===== src/rtl/counter_scheduler.sv =====
// rtl/counter_scheduler.sv - round-robin arbiter sharing one up-counter among timed-interval requesters
module counter_scheduler #(
  parameter int WIDTH = 4,
  parameter int NREQ  = 4,
  localparam int ID_W = (NREQ > 1) ? $clog2(NREQ) : 1
) (
  input  logic                  clock,
  input  logic                  reset,
  input  logic [NREQ-1:0]       req,
  input  logic [NREQ*WIDTH-1:0] len,
  input  logic [WIDTH-1:0]      cnt_value,
  output logic                  cnt_reset,
  output logic                  cnt_enable,
  output logic [NREQ-1:0]       grant,
  output logic                  busy,
  output logic                  done,
  output logic                  abort,
  output logic [ID_W-1:0]       done_id
);

  typedef enum logic [1:0] {IDLE, CLEAR, RUN, DONE} state_t;

  state_t           state, state_next;
  logic [ID_W-1:0]  ptr, id_q, winner;
  logic [WIDTH-1:0] len_q;
  logic             abort_q, abort_next, found;

  // First asserted request at or after ptr, wrapping around.
  always_comb begin
    winner = '0;
    found  = 1'b0;
    for (int k = 0; k < NREQ; k++) begin
      if (!found && req[(int'(ptr) + k) % NREQ]) begin
        winner = ID_W'((int'(ptr) + k) % NREQ);
        found  = 1'b1;
      end
    end
  end

  always_comb begin
    state_next = state;
    abort_next = abort_q;
    grant      = '0;
    cnt_reset  = 1'b0;
    cnt_enable = 1'b0;
    done       = 1'b0;
    abort      = 1'b0;
    case (state)
      IDLE: begin
        if (found) state_next = CLEAR;
      end
      CLEAR: begin
        grant[id_q] = 1'b1;
        cnt_reset   = 1'b1;
        state_next  = RUN;
      end
      RUN: begin
        grant[id_q] = 1'b1;
        cnt_enable  = (cnt_value < len_q);
        // A dropped request wins over completion; >= covers any overshoot.
        if (!req[id_q]) begin
          state_next = DONE;
          abort_next = 1'b1;
        end else if (cnt_value >= len_q) begin
          state_next = DONE;
          abort_next = 1'b0;
        end
      end
      DONE: begin
        done       = 1'b1;
        abort      = abort_q;
        state_next = IDLE;
      end
      default: state_next = IDLE;
    endcase
    busy = |grant;
  end

  always_ff @(posedge clock or negedge reset) begin
    if (!reset) begin
      state   <= IDLE;
      ptr     <= '0;
      id_q    <= '0;
      len_q   <= '0;
      abort_q <= 1'b0;
      done_id <= '0;
    end else begin
      state   <= state_next;
      abort_q <= abort_next;
      if (state == IDLE && found) begin
        id_q  <= winner;
        len_q <= len[int'(winner)*WIDTH +: WIDTH];
      end
      // Loaded on entry to DONE so it is valid with the pulse and holds after.
      if (state == RUN && state_next == DONE) done_id <= id_q;
      if (state == DONE) ptr <= (int'(id_q) == NREQ - 1) ? '0 : id_q + 1'b1;
    end
  end

endmodule


===== config.mk =====
export PLATFORM = sky130hd
export DESIGN_NAME = counter_scheduler
export DESIGN_NICKNAME = d
export VERILOG_FILES = /design/src/rtl/counter_scheduler.sv
export SDC_FILE = /design/constraint.sdc
export NUM_CORES = 1
export LEC_CHECK = 0
export CORE_MARGIN = 3
export CORE_UTILIZATION = 35
export DETAILED_ROUTE_END_ITERATION = 8
export PLACE_DENSITY = 0.73
export SYNTH_ARGS = -nofsm -noshare
export SYNTH_HDL_FRONTEND = slang
export SYNTH_SLANG_ARGS = --single-unit

===== constraint.sdc =====
create_clock -name clock -period 2.6 [get_ports clock]
set_input_delay 0.26 -clock clock [delete_from_list [all_inputs] [get_ports clock]]
set_output_delay 0.26 -clock clock [all_outputs]
set_load 0.05 [all_outputs]

## Yosys cells after proc, flatten, opt, wreduce, memory -nomap -nowiden

Index checks and enable logic that the tools add are counted.

| operators by class | value |
|---|---|
| add/sub/neg operators | 4 |
| multiply operators | 0 |
| div/mod/pow operators | 0 |
| $lt $le $gt $ge | 8 |
| equal/unequal tests | 6 |
| shift-type cells | 1 |
| multiplexer cells | 35 |
| bitwise operators | 3 |
| reductions and logical operators | 16 |

Operator list:

| kind | number |
|---|---|
| 1-bit two-way mux | 19 |
| 2-bit two-way mux | 8 |
| 16-bit by 5-bit indexed part select with 4-bit output | 1 |
| 3-bit by 4-bit less-than comparator with 1-bit output, second input constant | 3 |
| 1-bit binary-select mux with 2-bit select | 5 |
| 2-bit one-hot mux with 4 select lines | 1 |
| 2-bit OR reduction | 4 |
| 2-bit == test, second input constant | 3 |
| 1-bit logical AND | 6 |
| 2-bit by 3-bit less-than comparator with 1-bit output, second input constant | 2 |
| 2-bit by 1-bit adder with 2-bit output, second input constant | 2 |
| 2-bit adder, second input constant | 2 |
| 2-bit by 1-bit == test with 1-bit output, second input constant | 2 |
| 4-bit greater-or-equal comparator | 1 |
| 4-bit less-than comparator | 1 |
| 4-bit two-way mux | 1 |
| 4-bit OR reduction | 1 |
| 1-bit AND, first input constant | 3 |
| 1-bit logical NOT | 3 |
| 1-bit demux with 2-bit select | 1 |
| 2-bit by 1-bit greater-or-equal comparator with 1-bit output, second input constant | 1 |
| 2-bit logical NOT | 1 |
| 2-bit by 1-bit != test with 1-bit output, second input constant | 1 |
| 2-bit AND reduction | 1 |

| word-level totals | value |
|---|---|
| flip-flop bits (word level) | 13 |
| latch bits | 0 |
| bits in writable memories | 0 |
| memory bits (read-only) | 0 |
| bits of input ports | 26 |
| word-level logic and storage cells | 79 |
| memories kept | 0 |

## Depth between registers and ports, before layout

Gate-level depths: netlist of run 1.

| depth | value |
|---|---|
| word-level depth | 18 |
| depth in mapped cells | 7 |

## Worst setup path before layout of run 1

Ideal clock, no wire load.

| timing | value |
|---|---|
| kind | register -> output |
| start point | register state[0] |
| end point | output busy |
| arrival time | 2009 ps |
| data required time | 2340 ps |
| path slack | 331 ps |
| stages on the path, launching flop included | 5 |
| cells stage by stage | dfrtp_1 > inv_1 > ha_1 > and2_1 > or4_1 |

| on the way | value |
|---|---|
| longest elaborated chain between the ends | 4 |
| elaborated cells between the ends (all ways) | 5 |

RTL lines:

| item | line | source |
|---|---|---|
| start, declared | 23 | `state_t state, state_next;` |
| start signal, assigned | 88 | `state <= state_next;` |
| 2-bit == test or 2-bit by 1-bit == test with 1-bit output (tied branches) | 48 | `case (state)` |
| 2-bit OR reduction (no source line) (*) | -- |  |
| 4-bit two-way mux (*) | -- |  |
| net grant[2] | 14 | `output logic [NREQ-1:0] grant,` |
| 4-bit OR reduction (*) | 76 | `busy = \|grant;` |
| end, declared | 15 | `output logic busy,` |

Mark *: on every way through the listed nets, which the timed path passes. The rest lies on a longest branch.

## Worst setup path after layout of run 1

| timing | value |
|---|---|
| start point | register state[0] |
| end point | output grant[3] |

| on the way | value |
|---|---|
| longest elaborated chain between the ends | 3 |
| elaborated cells between the ends (all ways) | 4 |

RTL lines:

| item | line |
|---|---|
| 2-bit == test or 2-bit by 1-bit == test with 1-bit output (tied branches) | 48 |
| 2-bit OR reduction (no source line) (*) | -- |
| 4-bit two-way mux (*) | -- |
| end, declared | 14 |

Every way passes the cells marked *; elsewhere a longest branch is shown, timed or not.

==> results.yml, run 1 <==
floorplan:
  die_y_um: 60.7
  fp-row-count: 19
  floorplan.initialDensity_pct: 37.3
  die-width_um: 60.7
  io_pins: 37
  die-area_um2: 3680
  placeable_core_region_um2: 2810
global_routing:
  grt_max_degree: 14
  antenna_found_initial: 0
  grtUsageTotal_pct: 14.9
  first_pass_grt_wire_length_um: 4180
  grt-ovfl-total: 0
  grt_pass1_vias: 975
synth:
  synthesis.instances: 107
  netlist_top_cells_count: "sky130_fd_sc_hd__dfrtp_1, sky130_fd_sc_hd__ha_1, sky130_fd_sc_hd__inv_1"
  synth_edf_count: 0
  syn_avg_cell_area_um2: 9.78
  postSynth.topFlopCell: "sky130_fd_sc_hd__dfrtp_1"
  mappedNetlistArea_um2: 1050
  synth_area_leaders: "sky130_fd_sc_hd__dfrtp_1, sky130_fd_sc_hd__ha_1, sky130_fd_sc_hd__mux2_1"
  synthDistinctLibCells: 32
  async_reset_ff_share_pct: 100
  synth_nets: 146
  sequential_area_share_after_synthesis_pct: 31.1
  synth.top_cell.area_share_pct: 31.1
  ys_seq_elements: 13
  synth_top_area_cell: "sky130_fd_sc_hd__dfrtp_1"
  ys.warnings.count: 0
setup_path:
  worstSetupStartpointType: "register"
  reg2regPathDepth: 5
  crit_path_max_incr_delay_ps: 800
  cp_cell_instances: "inv_1 -> ha_1 -> and2_1 -> clkdlybuf4s50_1"
  critical_path_fanouts_max: 6
  cp.arrival_ps: 2200
  critical_path_required_ps: 2340
  crit_family: "buffers and inverters"
  critPathBufInv: 2
  r2r_slack_ps: 670
  critical_path.slowest_cell: "sky130_fd_sc_hd__clkdlybuf4s50_1"
  worstSetupEndpointType: "output pin"
  worst_r2r_startpoint: "ptr[1]"
  timing.setup.critical_path_class: "reg2out"
  r2r-end: "len_q[3]"
timing:
  worst_clock_skew_ps: 5.37
  setup-tns-final_ps: 0
  final_max_tran_viols: 0
  holdWs_ps: 372
  endpoints_failing_hold: 0
  setup-violations-final: 0
  worstMarginPinSlew_ps: 632
  slew_limit_headroom_pct: 57.7
  clock.fmax_mhz: 406
  grt_setup_unrepaired: "no"
  layout_min_cycle_time_ps: 2460
  portion_of_the_clock_cycle_consumed_by_the_worst_path_in_the_final_layout_pct: 94.7
clocking:
  clock_tree.htree_level_count: 1
  post-cts-setup-buffers: 0
  total_clock_buffers_created_by_cts: 3
  cts.path.max_buffers: 2
  cts.root.buffer_cell: "sky130_fd_sc_hd__clkbuf_4"
  tritoncts: "yes"
  path_clk_slew_ps: 80
  clkLatencyLatePin_ps: 270
  tritoncts_num_sinks: 13
detailed_routing:
  total_wire_length_um: 2420
  vias_per_cell: 5.40
  route.antenna.remaining_nets: 0
  avgRoutedWirePerCell_um: 13.6
  remaining_drc_errors: 0
  drt_pre_antenna_iters: 4
  dr.first_iter.drc_count: 6
  routed-via-count: 961
pwr:
  internal-power_uw: 866
  clockPowerShare_pct: 7.0
  power.sequential.fraction_pct: 23.2
  switching_power_uw: 881
  static-leakage-power_nw: 0.660
  powerDensity_nw_per_um2: 1180
  ir_drop_uv: 515
  power_switching_share_pct: 50.4
  comb_pwr_share_pct: 69.8
layout:
  nets: 187
  filler_cell_count: 260
  multiInputGateArea_um2: 672
  antennaDiodeCount: 0
  final-seq-area_um2: 325
  post_route_cells_drive_above_1_share_pct: 9.52
  synthToLayoutAreaGrowth_pct: 41.6
min_path:
  min-delay-path-class: "in2async"
outcome:
  outcome: "completed"
run:
  drv_cap: 0
place:
  place.gp.congestion: 0.751
  buffer_ports.inserted: 36
  dp_hpwl_um: 2060
[flip-flops by register name, indices dropped and copies added, names as in the netlist]
| register | count |
|---|---|
| len_q | 4 |
| done_id | 2 |
| id_q | 2 |
| ptr | 2 |
| state | 2 |
| abort_q | 1 |
[worst max-delay path by stage]
stage | endpoint | cells after the start | from | slack, ps
after floorplan | busy | 4 | state[0] | 330
after global placement | done_id[0] | 8 | cnt_value[0] | 380
after detailed placement | done_id[0] | 8 | cnt_value[0] | 360
after CTS | grant[1] | 4 | state[0] | 110
after global routing | grant[3] | 4 | state[0] | 6
final | grant[3] | 4 | state[0] | 140
[cells by family (layout without fill, tap and decap cells)]
logic type / after synthesis / in the layout / share of synthesized area (%)
multiplexers: 9 / 9 / 10.6
AO/OA/AOI/OAI: 34 / 34 / 23.3
flip-flops: 13 / 13 / 31.1
buffers and inverters: 12 / 52 / 4.67
AND/OR/NAND/NOR: 26 / 26 / 14.7
adder cells (fa/ha/maj): 13 / 13 / 15.6
[stage by stage]
stage	cell area, µm²	std cells	utilization, %	setup slack [ps]	power [mW]
5_1_grt	1480	178	52.8	6.48	1.89
6_report	1480	178	52.8	138	1.75
4_1_cts	1480	178	52.7	113	1.77
3_5_place_dp	1450	174	51.8	357	1.64
2_1_floorplan	1050	107	-	331	1.27
3_3_place_gp	1450	174	51.8	380	1.60
[repair_timing]
action / in CTS / in global routing
endpoints found under the setup margin: 0 / 1
hold buffers: 0 / 0
gates resized for setup: 0 / 1
[layout by cell type, fill, tap and decap left out, drive strengths merged, types with 3 or more instances in the layout]
master,n
a211oi,5
mux2,7
and2,5
buf,3
inv,11
o21ai,9
a221o,4
dfrtp,13
clkdlybuf4s50,33
nor2,3
a21oi,6
nand2,5
ha,13
nand3,4
clkbuf,4
[layer usage]
metal | wire length [µm] | GRT usage (%) | vias to the layer above | part of all wire (%)
li1 | - | - | 478 | -
met1 | 1040 | 18.2 | 451 | 43
met2 | 1230 | 25.8 | 28 | 51
met3 | 102 | 2.34 | 4 | 4.2
met4 | 44 | 6.50 | 0 | 1.8
met5 | 0 | 0 | - | 0
[power by group through the flow]
stage               sequential, mW  combinational (mW)  clock (mW)
global route                 0.424                1.33       0.140
detailed placement           0.411                1.23           0
finish                       0.404                1.22       0.123
global placement             0.408                1.20           0
CTS                          0.407                1.23       0.129
floorplan                    0.428               0.839           0
[layout make-up]
class                   count  area share, %
multi-input cells          82           45.4
repair buffers             37           25.5
flip-flops and latches     13           22.0
inverters                  11           2.79
well taps                  31           2.62
clock buffers               4           1.77
Power figures use the tool's default switching activity.
==> run 2: changes to the inputs <==
--- a/config.mk
+++ b/config.mk
@@ -8,7 +8,8 @@
 export CORE_MARGIN = 3
 export CORE_UTILIZATION = 35
 export DETAILED_ROUTE_END_ITERATION = 8
-export PLACE_DENSITY = 0.73
+export PLACE_DENSITY = 0.74
+export SETUP_SLACK_MARGIN = 0.02
 export SYNTH_ARGS = -nofsm -noshare
 export SYNTH_HDL_FRONTEND = slang
 export SYNTH_SLANG_ARGS = --single-unit
==> run 2 against run 1 <==
Compared with the run above: global-route usage down 1.1 points; largest cell class unchanged; final cell count is the same; clock power rose by 3%; wire length is 4.5% lower; clock skew up 6.6 ps; sequential power hardly changed; setup slack improved by 11 ps.
==> results.yml, run 2 (same netlist as run 1, synthesis figures left out) <==
global_routing:
  antenna_found_initial: 0
  grt_max_degree: 14
  grt-ovfl-total: 0
  grtUsageTotal_pct: 13.8
  first_pass_grt_wire_length_um: 3800
  grt_pass1_vias: 896
setup_path:
  critical_path_required_ps: 2340
  cp.arrival_ps: 2190
  worstSetupEndpointType: "output pin"
  worstSetupStartpointType: "register"
  critical_path_fanouts_max: 6
  timing.setup.critical_path_class: "reg2out"
pwr:
  p_total_mw: 1.74
  power.sequential.fraction_pct: 23.1
  switching_power_uw: 877
  power_switching_share_pct: 50.4
  clockPowerShare_pct: 7.3
  powerDensity_nw_per_um2: 1170
  ir_drop_uv: 520
  internal-power_uw: 864
  static-leakage-power_nw: 0.680
  comb_pwr_share_pct: 69.5
floorplan:
  io_pins: 37
  placeable_core_region_um2: 2810
  floorplan.initialDensity_pct: 37.3
  fp-row-count: 19
  die_y_um: 60.7
  die-area_um2: 3680
  die-width_um: 60.7
layout:
  fin_util_pct: 52.9
  commonest_cells_after_routing_fill_and_taps_aside: "sky130_fd_sc_hd__clkdlybuf4s50_1, sky130_fd_sc_hd__ha_1, sky130_fd_sc_hd__dfrtp_1"
  design_area_um2: 1490
  finalNonFillerCells: 178
  antennaDiodeCount: 0
  synthToLayoutAreaGrowth_pct: 42.0
  largest-register: "len_q"
  mostFrequentLayoutCell: "sky130_fd_sc_hd__clkdlybuf4s50_1"
  nets: 187
  post_route_cells_drive_above_1_share_pct: 10.2
  largest_register_ffs: 4
min_path:
  min-delay-path-class: "in2async"
clocking:
  tritoncts_num_sinks: 13
  clock_tree.htree_level_count: 1
  hold_buffers: 0
  cts.path.max_buffers: 2
  tritoncts: "yes"
  path_clk_slew_ps: 90
  post-cts-setup-buffers: 0
  cts.root.buffer_cell: "sky130_fd_sc_hd__clkbuf_4"
  post_cts_resize_count: 0
  total_clock_buffers_created_by_cts: 3
  clkLatencyLatePin_ps: 280
detailed_routing:
  vias_per_cell: 5.32
  remaining_drc_errors: 0
  avgRoutedWirePerCell_um: 13.0
  routed-via-count: 947
  total_wire_length_um: 2310
  dr.first_iter.drc_count: 13
  route.antenna.remaining_nets: 0
  drt_pre_antenna_iters: 4
place:
  place_ws_ps: 347
  dpl-instance-area_um2: 1450
  place.detailed.instances: 174
  place.gp.congestion: 0.813
  buffer_ports.inserted: 36
  dp_hpwl_um: 1940
timing:
  setup-tns-final_ps: 0
  endpoints_failing_hold: 0
  layout_min_cycle_time_ps: 2450
  setup-violations-final: 0
  worst_clock_skew_ps: 12.0
  worstMarginPinSlew_ps: 574
  portion_of_the_clock_cycle_consumed_by_the_worst_path_in_the_final_layout_pct: 94.3
  final_max_tran_viols: 0
  grt_setup_unrepaired: "no"
  postLayoutSetupSlackWorst_ps: 149
  clock.fmax_mhz: 408
  slew_limit_headroom_pct: 61.6
  holdWs_ps: 335
outcome:
  outcome: "completed"
run:
  drv_cap: 0
## run 2: cell type report
cell class	count	area (µm²)
clock inverter	1	5.00
tap	31	38.8
clock buffer	3	22.5
multi-input combinational	82	672
sequential	13	325
fill	268	1320
timing repair buffer	37	380
inverter	11	41.3
## run 2: metal layers
metal / wire length [µm] / vias to the layer above / track usage [%]
li1: - / 478 / -
met2: 1180 / 27 / 23.4
met5: 0 / - / 0
met3: 124 / 4 / 2.55
met4: 48 / 0 / 7.43
met1: 958 / 438 / 16.6
## run 2: power by group through the flow
stage          registers [mW]  clock network [mW]  logic, mW
2_1_floorplan           0.428                   0      0.839
3_3_place_gp            0.408                   0       1.19
3_5_place_dp            0.411                   0       1.22
4_1_cts                 0.407               0.130       1.22
5_1_grt                 0.422               0.139       1.32
6_report                0.403               0.127       1.21
## run 2: critical path: stages, from the launching register on
cell,delay (ps)
sky130_fd_sc_hd__dfrtp_1,450
sky130_fd_sc_hd__inv_1,120
sky130_fd_sc_hd__ha_1,370
sky130_fd_sc_hd__and2_1,160
sky130_fd_sc_hd__clkdlybuf4s50_1,810
## run 2: path summary, 6_finish.rpt
path                       depth (start not counted)    endpoint        from  slack (ps)
min reg2reg                                        1  done_id[0]  done_id[0]         500
max                                                4    grant[0]    state[0]         150
max reg2reg                                        5    len_q[1]      ptr[1]         660
min in group clock                                 1  done_id[0]  done_id[0]         500
min                                                1    state[1]       reset         340
max in group asynchronous                          1    len_q[1]       reset        1880
==> run 3: changes to the inputs <==
--- a/config.mk
+++ b/config.mk
@@ -5,10 +5,11 @@
 export SDC_FILE = /design/constraint.sdc
 export NUM_CORES = 1
 export LEC_CHECK = 0
+export CAP_MARGIN = 10
 export CORE_MARGIN = 3
 export CORE_UTILIZATION = 35
 export DETAILED_ROUTE_END_ITERATION = 8
-export PLACE_DENSITY = 0.74
+export PLACE_DENSITY = 0.76
 export SETUP_SLACK_MARGIN = 0.02
 export SYNTH_ARGS = -nofsm -noshare
 export SYNTH_HDL_FRONTEND = slang
==> constraint.sdc (replaced) <==
create_clock -name clock -period 2.22 [get_ports clock]
set_input_delay 0.222 -clock clock [delete_from_list [all_inputs] [get_ports clock]]
set_output_delay 0.222 -clock clock [all_outputs]
set_load 0.05 [all_outputs]
==> run 3 against run 2 <==
Compared with the run above: via count up 2.2%; count of clock-buffer cells in the layout up 1; first-iteration DRC count unchanged; global-route usage down 0.49 points; wire length up 1.6%; utilization up 0.94 points; non-clock buffer count up 3; clock power up 10%; final cell count up 1.7%; register-to-register slack worse by 370 ps; critical path type unchanged.
==> results.yml, run 3 (same netlist as run 1, synthesis figures left out) <==
setup_path:
  cp.arrival_ps: 1910
  worst_r2r_startpoint: "ptr[1]"
  crit_path_max_incr_delay_ps: 530
  reg2regPathDepth: 5
  worstSetupEndpointType: "output pin"
  worstSetupStartpointType: "register"
  worst_setup_ep: "busy"
  critical_path_fanouts_max: 6
  crit_path_start: "state[0]"
  timing.setup.critical_path_class: "reg2out"
  critical_path.slowest_cell: "sky130_fd_sc_hd__or4_4"
  r2r-end: "len_q[3]"
  r2r_slack_ps: 290
  critical_path_required_ps: 2000
  cp_cell_instances: "inv_2 -> ha_4 -> and2_1 -> or4_4 -> buf_6"
layout:
  finalNonFillerCells: 181
  post_route_cells_drive_above_1_share_pct: 18.7
  nets: 190
  antennaDiodeCount: 0
  mostFrequentLayoutCell: "sky130_fd_sc_hd__clkdlybuf4s50_1"
  synthToLayoutAreaGrowth_pct: 44.5
  largest_register_ffs: 4
  design_area_um2: 1510
  largest-register: "len_q"
  commonest_cells_after_routing_fill_and_taps_aside: "sky130_fd_sc_hd__clkdlybuf4s50_1, sky130_fd_sc_hd__ha_1, sky130_fd_sc_hd__dfrtp_1"
  fin_util_pct: 53.9
  filler_cell_count: 266
pwr:
  clockPowerShare_pct: 6.5
  switching_power_mw: 1.05
  ir_drop_uv: 545
  powerDensity_nw_per_um2: 1410
  p_total_mw: 2.14
  power.sequential.fraction_pct: 22.3
  comb_pwr_share_pct: 71.2
  internal-power_mw: 1.09
  static-leakage-power_nw: 0.664
  power_switching_share_pct: 49.2
place:
  dpl-instance-area_um2: 1450
  buffer_ports.inserted: 36
  dp_hpwl_um: 1980
  place.detailed.instances: 175
  place.gp.congestion: 0.735
min_path:
  min-delay-path-class: "in2async"
global_routing:
  antenna_found_initial: 0
  grt_pass1_vias: 934
  grtUsageTotal_pct: 13.3
  first_pass_grt_wire_length_um: 3780
  grt-ovfl-total: 0
  grt_max_degree: 14
clocking:
  clock_tree.htree_level_count: 1
  cts.root.buffer_cell: "sky130_fd_sc_hd__clkbuf_4"
  tritoncts: "yes"
  tritoncts_num_sinks: 13
  hold_buffers: 0
  clkLatencyLatePin_ps: 270
  total_clock_buffers_created_by_cts: 3
  cts.path.max_buffers: 2
  path_clk_slew_ps: 70
detailed_routing:
  total_wire_length_um: 2340
  wl_met1_um: 983
  dr.first_iter.drc_count: 13
  met2RoutedLength_um: 1240
  vias_per_cell: 5.35
  drt_pre_antenna_iters: 4
  avgRoutedWirePerCell_um: 12.9
  route.antenna.remaining_nets: 0
  highest-signal-layer: "met4"
  met3_wirelength_um: 101
  remaining_drc_errors: 0
  routed-via-count: 968
floorplan:
  die_y_um: 60.7
  fp-row-count: 19
  io_pins: 37
  placeable_core_region_um2: 2810
  floorplan.initialDensity_pct: 37.3
  die-width_um: 60.7
  die-area_um2: 3680
outcome:
  outcome: "completed"
timing:
  slew_limit_headroom_pct: 63.1
  worstMarginPinSlew_ps: 552
  portion_of_the_clock_cycle_consumed_by_the_worst_path_in_the_final_layout_pct: 96.1
  layout_min_cycle_time_ps: 2130
  endpoints_failing_hold: 0
  setup-tns-final_ps: 0
  grt_setup_unrepaired: "no"
  final_max_tran_viols: 0
  clock.fmax_mhz: 469
  worst_clock_skew_ps: 4.69
  setup-violations-final: 0
run:
  drv_cap: 0
[run 3: changes by cell type in the layout (fill, tap and decap cells not counted), moves of 2 or more]
| cell | previous run | this run |
|---|---|---|
| sky130_fd_sc_hd__inv_1 | 11 | 9 |
| sky130_fd_sc_hd__dfrtp_1 | 13 | 11 |
| sky130_fd_sc_hd__buf_4 | 2 | 9 |
| sky130_fd_sc_hd__clkdlybuf4s50_1 | 32 | 29 |
| sky130_fd_sc_hd__dfrtp_2 | 0 | 2 |
| sky130_fd_sc_hd__dlymetal6s2s_1 | 2 | 0 |
| sky130_fd_sc_hd__inv_2 | 0 | 2 |
[run 3: worst min path at each step]
stage	to	depth (start not counted)
finish	abort_q	1
global route	abort_q	1
CTS	abort_q	1
detailed placement	len_q[3]	1
global placement	abort_q	1
floorplan	abort_q	0
[run 3: per-layer routing]
layer / track usage, % / vias up
li1: - / 483
met1: 16.0 / 455
met4: 4.02 / 0
met3: 2.34 / 2
met5: 0 / -
met2: 24.1 / 28
[run 3: power by group through the flow]
stage | Sequential (mW) | Combinational [mW] | Clock (mW)
6_report | 0.476 | 1.52 | 0.140
5_1_grt | 0.499 | 1.65 | 0.156
3_5_place_dp | 0.482 | 1.44 | 0
3_3_place_gp | 0.478 | 1.40 | 0
4_1_cts | 0.481 | 1.47 | 0.144
2_1_floorplan | 0.501 | 1.01 | 0
[run 3: through the flow]
| stage | setup WS [ps] | hold WS, ps |
|---|---|---|
| floorplan | 114 | -73.6 |
| global placement | 37.3 | 490 |
| detailed placement | 6.21 | 502 |
| CTS | 35.9 | 326 |
| global route | 22.7 | 356 |
| finish | 87.6 | 304 |
[run 3: area by class of cell]
cell class              count  area [µm²]  share of cell area, %
inverters                  11        41.3                   2.73
repair buffers             40         389                   25.7
multi-input cells          82         688                   45.5
flip-flops and latches     13         328                   21.7
clock buffers               4        26.3                   1.74
well taps                  31        38.8                   2.57
[run 3: critical path: cells and delay by family, from the launching register on]
| kind | cells | cell delay, ps |
|---|---|---|
| and+or+nand+nor | 2 | 700 |
| buffers and inverters | 2 | 290 |
| DFF | 1 | 440 |
| adders and majority gates | 1 | 230 |
[run 3: repair_timing]
| item | in CTS | in global routing |
|---|---|---|
| setup buffers | 0 | 2 |
| hold endpoints to repair | 0 | 0 |
| resized for setup | 3 | 3 |
| setup endpoints to repair | 1 | 1 |
